[config.mk]
export PLATFORM = sky130hd
export DESIGN_NAME = demux_one_to_two
export DESIGN_NICKNAME = d
export VERILOG_FILES = /design/src/rtl/demux_one_to_two_pkg.sv /design/src/rtl/demux_one_to_two_fifo.sv /design/src/rtl/demux_one_to_two.sv
export SDC_FILE = /design/constraint.sdc
export NUM_CORES = 1
export LEC_CHECK = 0
export CAP_MARGIN = 20
export CORE_ASPECT_RATIO = 0.7
export CORE_UTILIZATION = 29
export CTS_CLUSTER_SIZE = 16
export DETAILED_ROUTE_END_ITERATION = 8
export PLACE_DENSITY_LB_ADDON = 0.12
export SLEW_MARGIN = 20
export SYNTH_ARGS = -nofsm -noshare
export SYNTH_HDL_FRONTEND = slang
export SYNTH_SLANG_ARGS = --single-unit
[constraint.sdc]
create_clock -name clk -period 3.4 [get_ports clk]
set_input_delay 0.34 -clock clk [delete_from_list [all_inputs] [get_ports clk]]
set_output_delay 0.34 -clock clk [all_outputs]
set_load 0.01 [all_outputs]
[src/rtl/demux_one_to_two_pkg.sv]
// Shared constants and helpers for the 1-to-2 stream demultiplexer.
package demux_one_to_two_pkg;

   localparam logic CH_A     = 1'b0;
   localparam logic CH_B     = 1'b1;
   localparam logic MODE_ALT = 1'b0;
   localparam logic MODE_SEL = 1'b1;

   function automatic int ptr_w(input int depth);
      int w;
      w = 1;
      for (int i = 1; i < 31; i++)
         if ((1 << i) < depth)
            w = i + 1;
      return w;
   endfunction

endpackage

[src/rtl/demux_one_to_two_fifo.sv]
// Per-channel FIFO; head holds the last popped beat while empty.
module chan_fifo
   import demux_one_to_two_pkg::*;
#(
   parameter int WIDTH = 1,
   parameter int DEPTH = 2
) (
   input  logic             clk,
   input  logic             rst_n,
   input  logic             push,
   input  logic [WIDTH-1:0] push_data,
   input  logic             pop,
   output logic             full,
   output logic             empty,
   output logic [WIDTH-1:0] head
);

   localparam int PW = ptr_w(DEPTH);
   localparam logic [PW:0]   CAP = (PW+1)'(DEPTH);
   localparam logic [PW:0]   C1  = (PW+1)'(1);
   localparam logic [PW-1:0] P1  = PW'(1);

   logic [WIDTH-1:0] mem [DEPTH];
   logic [PW-1:0]    wptr;
   logic [PW-1:0]    rptr;
   logic [PW:0]      count;
   logic [WIDTH-1:0] hold;
   logic             do_push;
   logic             do_pop;

   assign full    = (count == CAP);
   assign empty   = (count == '0);
   assign do_push = push & ~full;
   assign do_pop  = pop & ~empty;
   assign head    = empty ? hold : mem[rptr];

   always_ff @(posedge clk or negedge rst_n) begin
      if (!rst_n) begin
         wptr  <= '0;
         rptr  <= '0;
         count <= '0;
         hold  <= '0;
         for (int i = 0; i < DEPTH; i++)
            mem[i] <= '0;
      end else begin
         if (do_push) begin
            mem[wptr] <= push_data;
            wptr      <= wptr + P1;
         end
         if (do_pop) begin
            hold <= mem[rptr];
            rptr <= rptr + P1;
         end
         unique case ({do_push, do_pop})
            2'b10:   count <= count + C1;
            2'b01:   count <= count - C1;
            default: count <= count;
         endcase
      end
   end

endmodule

[src/rtl/demux_one_to_two.sv]
// Steers one valid/ready stream into two buffered channels,
// by explicit select or by alternating A/B.
module demux_one_to_two
   import demux_one_to_two_pkg::*;
#(
   parameter int WIDTH = 1,
   parameter int DEPTH = 2
) (
   input  logic             clk,
   input  logic             rst_n,
   input  logic             mode,
   input  logic             in_sel,
   input  logic             in_valid,
   output logic             in_ready,
   input  logic [WIDTH-1:0] in_data,
   output logic             a_valid,
   input  logic             a_ready,
   output logic [WIDTH-1:0] a_data,
   output logic             b_valid,
   input  logic             b_ready,
   output logic [WIDTH-1:0] b_data,
   output logic             slot
);

   logic tgt;
   logic acc;
   logic a_push;
   logic b_push;
   logic a_full;
   logic a_empty;
   logic b_full;
   logic b_empty;

   assign tgt      = (mode == MODE_SEL) ? in_sel : slot;
   // Readiness depends only on the target's fullness, never on consumer ready.
   assign in_ready = (tgt == CH_B) ? ~b_full : ~a_full;
   assign acc      = in_valid & in_ready;
   assign a_push   = acc & (tgt == CH_A);
   assign b_push   = acc & (tgt == CH_B);
   assign a_valid  = ~a_empty;
   assign b_valid  = ~b_empty;

   always_ff @(posedge clk or negedge rst_n) begin
      if (!rst_n)
         slot <= CH_A;
      else if (acc && mode == MODE_ALT)
         slot <= ~slot;
   end

   chan_fifo #(.WIDTH(WIDTH), .DEPTH(DEPTH)) u_fifo_a (
      .clk       (clk),
      .rst_n     (rst_n),
      .push      (a_push),
      .push_data (in_data),
      .pop       (a_ready & a_valid),
      .full      (a_full),
      .empty     (a_empty),
      .head      (a_data)
   );

   chan_fifo #(.WIDTH(WIDTH), .DEPTH(DEPTH)) u_fifo_b (
      .clk       (clk),
      .rst_n     (rst_n),
      .push      (b_push),
      .push_data (in_data),
      .pop       (b_ready & b_valid),
      .full      (b_full),
      .empty     (b_empty),
      .head      (b_data)
   );

endmodule

# Word level (Yosys, flattened, before mapping)
# Index checks and enable logic that the tools add are counted.
[op_classes]
n_addsub = 8
muxes = 18
n_eq_ne = 6
n_reduce_logical = 7
n_mul = 0
n_shift = 0
magnitude_cmp = 6
n_bitwise = 20
div_mod_pow = 0
[ops]
columns = ["operator", "count"]
rows = [
  ["two-way mux 1 bit", 12],
  ["bitwise AND 1 bit", 9],
  ["equality test 2 bit (second input constant)", 4],
  [">= comparator 2 bit (second input constant)", 4],
  ["NOT 1 -> 2 bit", 4],
  ["case mux 2 bit (2 select lines)", 2],
  ["NOT 1 bit", 7],
  ["adder 1 bit (second input constant)", 4],
  ["adder 2 x 1 -> 2 bit (second input constant)", 2],
  ["bitwise mux 2 bit", 2],
  ["equality test 2 x 1 -> 1 bit (second input constant)", 2],
  ["logical NOT 2 bit", 2],
  ["less-than comparator 2 x 1 -> 1 bit (second input constant)", 2],
  ["nonzero test 2 bit", 2],
  ["subtractor 2 x 1 -> 2 bit (second input constant)", 2],
  ["logical AND 1 bit", 3],
  ["demux 1 bit (select 1 bit)", 2],
]
[word_totals]
latch_bits = 0
input_bits = 8
out_inout_bits = 6
mem_bits_ro = 0
word_cells = 78
ram_bits = 0
reg_bits = 15
mem_count = 0

# Depth between registers and ports, before layout
[logic_depth]
word_depth = 8
depth_mapped = 6
mapped_depth_nobuf = 6

# Modules after synthesis
# A second synthesis with hierarchy kept.
[hier_totals]
hier_cells = 70
area_unflattened_um2 = 769.5
[by_module_without_submodules]
columns = ["module", "cells_per_inst", "area_each_um2", "n_inst", "seq_area_each_um2"]
rows = [
  ["chan_fifo", 29, 331.6, 2, 175.2],
  ["demux_one_to_two", 12, 106.4, 1, 25.0],
]

# Least setup slack after synthesis
# OpenSTA, ideal clock, no wires.
[synth_path]
kind = "register to register"
start = "reg slot"
end = "reg u_fifo_b.count[1]"
setup_slack_ns = 1.776
stages_incl_launch_ff = 6
setup_time_ns = 0.079
required_ns = 3.321
n_path_buf = 0
arrival_ns = 1.545
cell_sequence = "dfrtp_1 mux2i_4 or3b_4 ha_1 nor2_1 xor2_1"
[synth_between]
elab_chain_len = 7
[synth_lines]
columns = ["element", "line", "source"]
rows = [
  ["start, declared", "demux_one_to_two.sv:22", "output logic slot"],
  ["start signal, assigned", "demux_one_to_two.sv:47", "slot <= ~slot;"],
  ["two-way mux 1 bit (*)", "demux_one_to_two.sv:34", "assign tgt = (mode == MODE_SEL) ? in_sel : slot;"],
  ["two-way mux 1 bit", "demux_one_to_two.sv:36", "assign in_ready = (tgt == CH_B) ? ~b_full : ~a_full;"],
  ["bitwise AND 1 bit", "demux_one_to_two.sv:37", "assign acc = in_valid & in_ready;"],
  ["bitwise AND 1 bit (*)", "demux_one_to_two.sv:39", "assign b_push = acc & (tgt == CH_B);"],
  ["bitwise AND 1 bit (*)", "demux_one_to_two_fifo.sv:33", "assign do_push = push & ~full;"],
  ["equality test 2 x 1 -> 1 bit / equality test 2 bit (equally long branches)", "demux_one_to_two_fifo.sv:54", "unique case ({do_push, do_pop})"],
  ["case mux 2 bit (2 select lines) / nonzero test 2 bit (equally long branches)", "-", ""],
  ["end signal, assigned", "demux_one_to_two_fifo.sv:55", "2'b10: count <= count + C1;"],
  ["end signal, assigned", "demux_one_to_two_fifo.sv:56", "2'b01: count <= count - C1;"],
  ["end signal, assigned", "demux_one_to_two_fifo.sv:57", "default: count <= count;"],
  ["end, declared", "demux_one_to_two_fifo.sv:26", "logic [PW:0] count;"],
]
# Every way passes the cells marked *; elsewhere a longest branch is shown, timed or not.
# A chain may end at the register's enable or synchronous reset.

# Worst setup path after layout
[layout_path]
start = "in mode"
end = "out in_ready"
[layout_between]
elab_chain_len = 2
[layout_lines]
columns = ["element", "line", "source"]
rows = [
  ["start, declared", "demux_one_to_two.sv:11", "input logic mode,"],
  ["two-way mux 1 bit", "demux_one_to_two.sv:34", ""],
  ["two-way mux 1 bit", "demux_one_to_two.sv:36", ""],
  ["end, declared", "demux_one_to_two.sv:14", "output logic in_ready,"],
]
# No other way between the ends.

==> impl_metrics.tcl <==
set metrics [dict create \
    dpl.hpwl_um 992 \
    antenna_cells 0 \
    io_pins 14 \
    total_power_uw 943 \
    drt-total-wl_mm 1.35 \
    cp-start-kind "input pin" \
    antenna_found_initial 0 \
    nets 92 \
    start_util 0.307 \
    die_w_um 63.0 \
    clk_latency_ns 0.25 \
    p_sw_frac 0.350 \
    internal_power_uw 612 \
    cts-resized-gates 0 \
    wl_per_cell_um 11.7 \
    grt_pass1_vias 454 \
    slew_violations 0 \
    fp.dieH_um 44.7 \
    place_area_um2 928 \
    num_vias 492 \
    ys_warn_count 0 \
    postRouteAntennaNets 0 \
    criticalPathCategory "in2out" \
    cts_setup_buffers 0 \
    endpoint_kind "output port" \
    crit_top_cell "clkdlybuf4s50_1" \
    cp_max_fo 7 \
    hold_viol 0 \
    syn-num-nets 74 \
    ir_drop_mv 0.230 \
    hold_class "in2async" \
    comb_power_share 0.461 \
    fmax_ghz 0.424 \
    rows 15 \
    clkPwrFrac 0.161 \
    r2r_cells 5 \
    synth_area_per_cell_um2 11.8 \
    syn2layout_area_growth_pct 29.3 \
    fp.coreArea_um2 2460 \
    synth_cells 64 \
    cpPeakStageDelay_ns 0.55 \
    tns_ns 0 \
    gr-total-overflow 0 \
    cp_data_arrival_time_ns 2.02 \
    drv_cap 0 \
    timing.final.crit_share 0.694 \
    setup_slack_ns 1.04 \
    place_congestion 0.661 \
    period_needed_ns 2.36 \
    cp.required_ns 3.06 \
    grt_start_max_net_pins 16 \
    drc_errors 0 \
    grt_usage 0.116 \
    setup_viol 0 \
    leakage_uw 0.000408 \
    fillers 245 \
    stdcell_count 115 \
    pre_cts_slack_ns 1.05 \
    ys_seq_area_frac 0.497 \
    clockBufferDepth 2 \
    grt_setup_unrepaired "false" \
    regToRegSetupSlack_ns 1.69 \
    worstReg2RegStart "u_fifo_b.count[1]$_DFFE_PN0P_" \
    r2r-end "u_fifo_b.count[1]$_DFFE_PN0P_" \
    cts_hold_buf 0 \
    cp_cell_sequence "clkdlybuf4s50_1 > mux2i_4 > mux2i_1 > clkdlybuf4s50_1" \
    die-area_um2 2820 \
    portBuffers 13 \
    crit_buf_inv 2 \
    final_layout_size_suffix_gt1_frac 0.173 \
    p_per_area_nw_per_um2 965 \
    synth_cell_types 23 \
    cts_root_buffer "clkbuf_8" \
    p_seq_frac 0.378 \
    drtIter0Drc 18 \
    outcome "completed" \
    drtPass1Iterations 5 \
    numCtsBuffers 3 \
    via_per_inst 4.28 \
    cts_tree "done" \
    finClkSkew_ns 0.00653 \
    clock-sinks 15 \
    grt_pass1_wl_mm 2.39 \
    htreeDepth 1 \
    dp.cells 111 \
    crit_family "buffers and inverters" \
    synth-seq-cells 15 \
    p_sw_uw 330 \
    critPathSlowestCell "clkdlybuf4s50_1" \
    slew_headroom 0.550 \
    netlist_area_um2 756 \
    final_area_um2 977 \
    path_clk_slew_ns 0.07 \
    worst_slew_pin_slew_ns 0.674 \
]
-- layout by cell type (no fill, tap or decap), drive strengths merged --
cell type	instances
dfrtp	15
clkdlybuf4s50	13
xnor2	8
o21ai	5
nor2	4
mux2	4
mux2i	4
inv	3
nand2	3
clkbuf	3
or2	2
nand2b	2
a21oi	2
xor2	2
ha	2
nor2b	1
or3b	1
nand3	1
nand4	1
nand4b	1
o31ai	1
nor3	1
nor4b	1
clkinvlp	1
-- layout make-up --
class                   count  area (µm²)  share of cell area
clock inverters             1        7.51             0.00768
multi-input cells          46         369               0.378
inverters                   3        11.3              0.0115
flip-flops and latches     15         375               0.384
clock buffers               3        41.3              0.0423
repair buffers             13         130               0.133
well taps                  34        42.5              0.0435
-- logic make-up (layout without fill, tap and decap cells) --
| group | after synthesis | after routing | share of synthesized area |
|---|---|---|---|
| compound gates | 8 | 8 | 0.0563 |
| xor+xnor | 10 | 10 | 0.126 |
| fa+ha+maj | 2 | 2 | 0.0331 |
| buf+inv | 3 | 20 | 0.0149 |
| flops | 15 | 15 | 0.497 |
| mux | 8 | 8 | 0.129 |
| simple gates | 18 | 18 | 0.144 |
-- cells in the mapped netlist --
master | n | area share
xnor2_2 | 1 | 0.022
inv_1 | 3 | 0.015
nand2_1 | 3 | 0.015
mux2i_4 | 1 | 0.030
nand4b_1 | 1 | 0.012
a21oi_1 | 2 | 0.013
nand4_1 | 1 | 0.0083
dfrtp_1 | 15 | 0.50
nor4b_2 | 1 | 0.020
o21ai_0 | 5 | 0.033
nor2_1 | 4 | 0.020
nand3_1 | 1 | 0.0066
mux2i_1 | 3 | 0.040
nor2b_1 | 1 | 0.0083
xor2_1 | 2 | 0.023
xnor2_1 | 7 | 0.081
or2_2 | 2 | 0.017
mux2_2 | 4 | 0.060
or3b_4 | 1 | 0.015
o31ai_1 | 1 | 0.0099
nand2b_1 | 2 | 0.017
nor3_1 | 1 | 0.0066
ha_1 | 2 | 0.033
-- stage by stage --
stage | utilization | hold WS (ns)
6_report | 0.397 | 0.487
5_1_grt | 0.397 | 0.524
4_1_cts | 0.397 | 0.490
3_5_place_dp | 0.378 | 0.474
3_3_place_gp | 0.378 | 0.465
2_1_floorplan | - | 0.0444
-- metal layers --
layer | global-route usage | vias to the layer above | wire (µm)
li1 | - | 251 | -
met1 | 0.175 | 220 | 724
met2 | 0.142 | 19 | 526
met3 | 0.0480 | 2 | 83
met4 | 0.0419 | 0 | 16
met5 | 0 | - | 0
-- sequential cells by signal (all words and copies together), names as in the netlist --
name / cells
u_fifo_a.count: 2
u_fifo_b.hold: 1
u_fifo_b.mem: 2
u_fifo_a.rptr: 1
u_fifo_a.wptr: 1
u_fifo_a.hold: 1
u_fifo_b.count: 2
u_fifo_b.wptr: 1
u_fifo_a.mem: 2
slot: 1
u_fifo_b.rptr: 1
-- worst max-delay path by stage --
stage	from	endpoint	slack [ns]	cells past startpoint
finish	mode	in_ready	1.04	4
global route	mode	in_ready	0.96	4
CTS	mode	in_ready	1.03	4
detailed placement	mode	in_ready	1.05	4
global placement	mode	in_ready	1.08	4
floorplan	slot$_DFFE_PN0P_	u_fifo_b.count[1]$_DFFE_PN0P_	1.78	5
-- power groups by stage --
| stage | registers [µW] | logic (µW) | clock network [µW] |
|---|---|---|---|
| detailed placement | 360 | 440 | 0 |
| finish | 356 | 435 | 152 |
| global route | 373 | 485 | 169 |
| CTS | 358 | 442 | 157 |
| global placement | 357 | 436 | 0 |
| floorplan | 344 | 294 | 0 |
-- worst reg2reg max path: stages, from the launching register on --
cell,delay [ns]
dfrtp_1,0.41
nor2b_1,0.20
or3b_4,0.41
ha_1,0.32
nor2_1,0.14
xor2_1,0.15
No activity file was read; power rests on OpenSTA's default activity.
